<file path="src/rtl/fifo_pkg.sv">
// Shared types and pointer helpers for the FIFO memory controller.
// Pointers carry a wrap bit above the address bits.
package fifo_pkg;

  localparam int MAX_AW = 16;

  // Sized for the widest supported address; narrower pointers zero-extend.
  typedef logic [MAX_AW:0] ptr_t;

  function automatic logic is_empty(
    input ptr_t w,
    input ptr_t r
  );
    return w == r;
  endfunction

  function automatic logic is_full(
    input ptr_t w,
    input ptr_t r,
    input int   aw
  );
    ptr_t d;
    ptr_t m;
    d = w ^ r;
    m = (ptr_t'(1) << aw) - ptr_t'(1);
    return ((d >> aw) == ptr_t'(1)) && ((d & m) == '0);
  endfunction

endpackage

</file>
<file path="src/rtl/fifo_mem_ctrl_if.sv">
// Handshake and memory-port bundle for fifo_mem_ctrl.
// slave is the controller side, master the user side.
interface fifo_mem_ctrl_if #(
  parameter int DATA_WIDTH = 8,
  parameter int ADDR_WIDTH = 5
);

  logic                  wr_valid;
  logic                  wr_ready;
  logic [DATA_WIDTH-1:0] wr_data;
  logic                  wr_afull;
  logic                  rd_valid;
  logic                  rd_ready;
  logic [DATA_WIDTH-1:0] rd_data;
  logic [ADDR_WIDTH:0]   level;
  logic                  mem_write_en;
  logic [ADDR_WIDTH-1:0] mem_write_addr;
  logic [DATA_WIDTH-1:0] mem_write_data;
  logic                  mem_read_en;
  logic [ADDR_WIDTH-1:0] mem_read_addr;
  logic [DATA_WIDTH-1:0] mem_read_data;

  modport slave (
    input  wr_valid,
    input  wr_data,
    input  rd_ready,
    input  mem_read_data,
    output wr_ready,
    output wr_afull,
    output rd_valid,
    output rd_data,
    output level,
    output mem_write_en,
    output mem_write_addr,
    output mem_write_data,
    output mem_read_en,
    output mem_read_addr
  );

  modport master (
    output wr_valid,
    output wr_data,
    output rd_ready,
    output mem_read_data,
    input  wr_ready,
    input  wr_afull,
    input  rd_valid,
    input  rd_data,
    input  level,
    input  mem_write_en,
    input  mem_write_addr,
    input  mem_write_data,
    input  mem_read_en,
    input  mem_read_addr
  );

endinterface

</file>
<file path="src/rtl/fifo_ptr.sv">
// Wrap-bit pointer register with increment enable.
// Natural binary wrap covers both address and wrap bit.
module fifo_ptr #(
  parameter int AW = 5
) (
  input  logic        clk,
  input  logic        rstn,
  input  logic        inc,
  output logic [AW:0] ptr
);

  always_ff @(posedge clk or negedge rstn) begin
    if (!rstn)
      ptr <= '0;
    else if (inc)
      ptr <= ptr + (AW+1)'(1);
  end

endmodule

</file>
<file path="src/rtl/fifo_mem_ctrl.sv">
// FWFT FIFO controller for an external dual-port memory.
// The memory read register acts as the output stage.
module fifo_mem_ctrl
  import fifo_pkg::*;
#(
  parameter int DATA_WIDTH   = 8,
  parameter int ADDR_WIDTH   = 5,
  parameter int AFULL_THRESH = (1 << ADDR_WIDTH) - 2
) (
  input logic             clk,
  input logic             rstn,
  fifo_mem_ctrl_if.slave  bus
);

  localparam logic [ADDR_WIDTH:0] AFULL_LVL =
    (ADDR_WIDTH+1)'(AFULL_THRESH);

  logic [ADDR_WIDTH:0]   wptr;
  logic [ADDR_WIDTH:0]   rptr;
  logic [ADDR_WIDTH:0]   level_q;
  logic [ADDR_WIDTH:0]   level_d;
  logic [DATA_WIDTH-1:0] wdata;
  logic                  mem_full;
  logic                  mem_empty;
  logic                  wr_ready;
  logic                  push;
  logic                  pop;
  logic                  fetch;
  logic                  rd_valid_q;
  logic                  rd_valid_d;
  logic                  afull_q;

  assign mem_empty = is_empty(ptr_t'(wptr), ptr_t'(rptr));
  assign mem_full  = is_full(ptr_t'(wptr), ptr_t'(rptr),
                             ADDR_WIDTH);

  assign wr_ready = !mem_full;
  // No write strobe can leak out while reset is held.
  assign push  = bus.wr_valid && wr_ready && rstn;
  assign pop   = rd_valid_q && bus.rd_ready;
  assign fetch = !mem_empty && (!rd_valid_q || bus.rd_ready);

  fifo_ptr #(.AW(ADDR_WIDTH)) u_wptr (
    .clk  (clk),
    .rstn (rstn),
    .inc  (push),
    .ptr  (wptr)
  );

  fifo_ptr #(.AW(ADDR_WIDTH)) u_rptr (
    .clk  (clk),
    .rstn (rstn),
    .inc  (fetch),
    .ptr  (rptr)
  );

  always_comb begin
    level_d = level_q;
    unique case ({push, pop})
      2'b10:   level_d = level_q + (ADDR_WIDTH+1)'(1);
      2'b01:   level_d = level_q - (ADDR_WIDTH+1)'(1);
      default: level_d = level_q;
    endcase
  end

  always_comb begin
    rd_valid_d = rd_valid_q;
    if (fetch)
      rd_valid_d = 1'b1;
    else if (bus.rd_ready)
      rd_valid_d = 1'b0;
  end

  always_ff @(posedge clk or negedge rstn) begin
    if (!rstn) begin
      level_q    <= '0;
      rd_valid_q <= 1'b0;
      afull_q    <= 1'b0;
    end else begin
      level_q    <= level_d;
      rd_valid_q <= rd_valid_d;
      afull_q    <= level_d >= AFULL_LVL;
    end
  end

  assign wdata = bus.wr_data;

  assign bus.wr_ready       = wr_ready;
  assign bus.wr_afull       = afull_q;
  assign bus.rd_valid       = rd_valid_q;
  assign bus.rd_data        = bus.mem_read_data;
  assign bus.level          = level_q;
  assign bus.mem_write_en   = push;
  assign bus.mem_write_addr = wptr[ADDR_WIDTH-1:0];
  assign bus.mem_write_data = wdata;
  assign bus.mem_read_en    = fetch;
  assign bus.mem_read_addr  = rptr[ADDR_WIDTH-1:0];

endmodule

</file>
<file path="src/flat_wrapper.sv">
// flat-port wrapper written by rule: the top's interface ports become plain ports
module fifo_mem_ctrl_flat import fifo_pkg::*;
#(
  parameter int DATA_WIDTH   = 8,
  parameter int ADDR_WIDTH   = 5,
  parameter int AFULL_THRESH = (1 << ADDR_WIDTH) - 2
)
  (clk, rstn, bus_wr_valid, bus_wr_data, bus_rd_ready, bus_mem_read_data, bus_wr_ready, bus_wr_afull, bus_rd_valid, bus_rd_data, bus_level, bus_mem_write_en, bus_mem_write_addr, bus_mem_write_data, bus_mem_read_en, bus_mem_read_addr);
  fifo_mem_ctrl_if #(.DATA_WIDTH(DATA_WIDTH), .ADDR_WIDTH(ADDR_WIDTH)) bus_i ();
  input logic clk;
  input logic rstn;
  input wire logic [$bits(bus_i.wr_valid)-1:0] bus_wr_valid;
  input wire logic [$bits(bus_i.wr_data)-1:0] bus_wr_data;
  input wire logic [$bits(bus_i.rd_ready)-1:0] bus_rd_ready;
  input wire logic [$bits(bus_i.mem_read_data)-1:0] bus_mem_read_data;
  output wire logic [$bits(bus_i.wr_ready)-1:0] bus_wr_ready;
  output wire logic [$bits(bus_i.wr_afull)-1:0] bus_wr_afull;
  output wire logic [$bits(bus_i.rd_valid)-1:0] bus_rd_valid;
  output wire logic [$bits(bus_i.rd_data)-1:0] bus_rd_data;
  output wire logic [$bits(bus_i.level)-1:0] bus_level;
  output wire logic [$bits(bus_i.mem_write_en)-1:0] bus_mem_write_en;
  output wire logic [$bits(bus_i.mem_write_addr)-1:0] bus_mem_write_addr;
  output wire logic [$bits(bus_i.mem_write_data)-1:0] bus_mem_write_data;
  output wire logic [$bits(bus_i.mem_read_en)-1:0] bus_mem_read_en;
  output wire logic [$bits(bus_i.mem_read_addr)-1:0] bus_mem_read_addr;
  assign bus_i.wr_valid = bus_wr_valid;
  assign bus_i.wr_data = bus_wr_data;
  assign bus_i.rd_ready = bus_rd_ready;
  assign bus_i.mem_read_data = bus_mem_read_data;
  assign bus_wr_ready = bus_i.wr_ready;
  assign bus_wr_afull = bus_i.wr_afull;
  assign bus_rd_valid = bus_i.rd_valid;
  assign bus_rd_data = bus_i.rd_data;
  assign bus_level = bus_i.level;
  assign bus_mem_write_en = bus_i.mem_write_en;
  assign bus_mem_write_addr = bus_i.mem_write_addr;
  assign bus_mem_write_data = bus_i.mem_write_data;
  assign bus_mem_read_en = bus_i.mem_read_en;
  assign bus_mem_read_addr = bus_i.mem_read_addr;
  fifo_mem_ctrl #(.DATA_WIDTH(DATA_WIDTH), .ADDR_WIDTH(ADDR_WIDTH), .AFULL_THRESH(AFULL_THRESH)) u_core (.clk(clk), .rstn(rstn), .bus(bus_i));
endmodule
</file>
<file path="config.mk">
export PLATFORM = sky130hd
export DESIGN_NAME = fifo_mem_ctrl_flat
export DESIGN_NICKNAME = d
export VERILOG_FILES = /design/src/rtl/fifo_pkg.sv /design/src/rtl/fifo_mem_ctrl_if.sv /design/src/rtl/fifo_ptr.sv /design/src/rtl/fifo_mem_ctrl.sv /design/src/flat_wrapper.sv
export SDC_FILE = /design/constraint.sdc
export NUM_CORES = 1
export LEC_CHECK = 0
export ABC_AREA = 1
export CAP_MARGIN = 20
export CORE_ASPECT_RATIO = 1.75
export CORE_UTILIZATION = 46
export CTS_CLUSTER_DIAMETER = 80
export DETAILED_ROUTE_END_ITERATION = 10
export PLACE_DENSITY_LB_ADDON = 0.12
export SLEW_MARGIN = 20
export SYNTH_ARGS = -nofsm -noshare
export SYNTH_HDL_FRONTEND = slang
export SYNTH_HIERARCHICAL = 1
export SYNTH_SLANG_ARGS = --single-unit
</file>
<file path="constraint.sdc">
create_clock -name clk -period 5.2 [get_ports clk]
set_input_delay 0.52 -clock clk [delete_from_list [all_inputs] [get_ports clk]]
set_output_delay 0.52 -clock clk [all_outputs]
set_load 0.02 [all_outputs]
</file>
==> impl_results.md <==
* Outcome: complete, no violations
* Pwr Total at 0.00103 W
* Initial Utilization at 49.0%
* Worst R2R Start: u_core/u_rptr/ptr[3]
* HP Class: flop to flop
* RD Place Congestion at 0.775
* HPWL after detailed placement at 2.03 mm
* Post-synth top cells: nand2_1, inv_1, dfrtp_1, buf_4, nand3_1
* Final Hold Violating Endpoints at 0
* Fin crit share at 57.6%
* Fill cell count at 281
* Antenna violations before repair at 0
* Most frequent cell after synthesis: nand2_1
* Core Rows at 25
* Crit Path Max Fanout at 11
* Leak at 0.800 nW
* Residual DRC at 0
* Max-Cap Viols at 0
* CTS Buf Count at 3
* Remaining Overflow, GRT at 0
* Crit. Startpoint: rstn
* Synth unique cells at 22
* Worst setup margin at 2.21 ns
* Final ANT Viol Nets at 0
* Drt pass-1 iters at 4
* Gate Count Post-Synth at 171
* CTS Hold Bufs at 0
* Port Buffer Count at 24
* Post-synth EDFFs at 0
* FF+latch count, synth at 20
* Crit Path Class: primary input to primary output
* Root buffer cell: clkbuf_8
* Top cell type's share of synthesized area at between 30 and 40%
* H-tree Lvls at 1
* Final nets at 213
* Antenna fix cells at 0
* Clock-pin slew on the worst setup and hold paths at 0.07 ns
* Async SR Flop Fraction at 100%
* Hold_sp: u_core/u_rptr/ptr[5]
* CP Cell Sequence: clkdlybuf4s50_1 -> nand2_1 -> a21oi_1 -> clkdlybuf4s50_1
* All-Layer GR Usage at 17.7%
* Share of layout cells above drive strength 1 at 9.78%
* # resized after CTS at 0
* Most used cell, CP: clkdlybuf4s50_1
* Overall routed net length at about 2.5 mm
* Mean post-synth cell area at 7.89 um^2
* Arrival time worst endpoint at ~2.5 ns
* Register area share after synthesis at 37.1%
* Clock Skew at 0.00144 ns
* Worst slew pin tran at 0.469 ns
* Pre-CTS worst setup slack at 2.20 ns
* Worst vdd ir at 0.330 mV
* CTS sink cnt at 20
* Post-CTS Setup Repair Bufs at 0
* Peak Freq at 334 MHz
* Worst Reg-to-Reg Cells at 15
* CP peak stage delay at 0.76 ns
* Largest net degree at the start of global routing at 13
* Die area at roughly 3200 um^2
* Drt initial violations at 26
* Synth warn at 6
* Synth top area cells: dfrtp_1, nand2_1, buf_4
* Final slew viol count at 0
* Syn Nets at 199
* Number of global-route vias before repair at ~1000
* Total I/O pin count at 57
* Worst setup SP type: primary input
* Fin Setup TNS at 0 ns
* RSZ-0062 raised after global routing: false
* Fin crit period at 2.99 ns
* Core Box Area at 2750 um^2
* Vias per inst at 5.06
* Clock insertion delay at the later pin of the skew report at 0.25 ns
* Cell taking the most area after synthesis: dfrtp_1
* Slew HR at 68.7%
* Die Ht at 73.6 um
* PD cells at 661 nW/um^2
* Die Width at 42.9 um
* Required time of the critical path at 4.68 ns
* TritonCTS clock tree: done
* CTS max path bufs at 2
* First-pass GRT wire length at 4.29 mm
* Worst Hold Depth at 2
* Post-synth top flop: dfrtp_1
* DR vias at 1067
* CP endpoint kind: primary output
* Area added between synthesis and finish at 16.0%
* Cell Area, Synth at 1350 um^2
* Slowest stage cell, crit path: clkdlybuf4s50_1
* Drt wl/cell at 11.9 um
* Final setup fails at 0
## per-layer routing
| metal | global-route usage, % | up-vias | share of wire (%) |
|---|---|---|---|
| met5 | 0 | - | 0 |
| met4 | 5.05 | 0 | 0.92 |
| met3 | 3.69 | 2 | 4.0 |
| met2 | 33.3 | 33 | 56 |
| met1 | 19.4 | 495 | 39 |
| li1 | - | 537 | - |
## cell usage in the layout (no fill, tap or decap), types with 5 or more instances in the layout
master	synthesis	layout
nand2_1	43	43
inv_1	26	26
clkdlybuf4s50_1	0	24
dfrtp_1	20	20
nand3_1	11	11
xor2_1	8	8
ha_1	7	7
nor2_1	6	6
a21oi_1	6	6
nor2_2	5	5
## metrics by stage
| stage | utilization (%) | area [um^2] | instances | hold WS [ns] |
|---|---|---|---|---|
| floorplan | - | 1350 | 171 | 0.224 |
| global placement | 54.9 | 1510 | 207 | 0.492 |
| detailed placement | 54.9 | 1510 | 207 | 0.515 |
| CTS | 56.9 | 1570 | 211 | 0.534 |
| global route | 56.9 | 1570 | 211 | 0.561 |
| finish | 56.9 | 1570 | 211 | 0.524 |
## worst max-delay path, delay by kind of cell
kind	cells	cell delay, ns
buffers and inverters	2	1.46
AOI/OAI and AO/OA	1	0.39
and+or+nand+nor	1	0.11
## where the power goes
group,internal [W],switching (W)
sequential,0.000231,0.0000944
clock,0.0000672,0.0000471
combinational,0.000272,0.000324
## path summary, 6_finish.rpt
| path | endpoint | slack [ns] |
|---|---|---|
| setup / recovery | bus_mem_write_en | 2.21 |
| hold / removal | u_core/u_rptr/ptr[5] | 0.52 |
| setup reg to reg | u_core/bus.wr_afull | 2.50 |
| hold reg to reg | u_core/u_rptr/ptr[5] | 0.52 |
| max in group asynchronous | u_core/bus.wr_afull | 4.07 |
| min in group asynchronous | u_core/u_rptr/ptr[4] | 0.59 |
## cell type report
class | instances | area, um^2 | area share [%]
inverters | 28 | 105 | 6.71
multi-input cells | 107 | 623 | 39.8
repair buffers | 25 | 248 | 15.8
well taps | 27 | 33.8 | 2.16
flip-flops and latches | 20 | 500 | 32.0
clock buffers | 4 | 55.1 | 3.52
## cell families (layout without fill, tap and decap cells)
group | after synthesis | after routing | share of synthesized area [%]
AO/OA/AOI/OAI | 12 | 12 | 4.82
buffers and inverters | 44 | 57 | 16.7
flip-flops | 20 | 20 | 37.1
multiplexers | 2 | 2 | 1.67
AND/OR/NAND/NOR | 74 | 74 | 24.6
XOR/XNOR | 11 | 11 | 7.14
adder cells (fa/ha/maj) | 8 | 8 | 7.98
## state kept, by name, summed over array words and instances, names as in the netlist
register / flops
u_core/bus.level: 6
u_core/u_rptr/ptr: 6
u_core/u_wptr/ptr: 6
u_core/bus.wr_afull: 1
u_core/bus.rd_valid: 1
No activity file was read; power rests on OpenSTA's default activity.
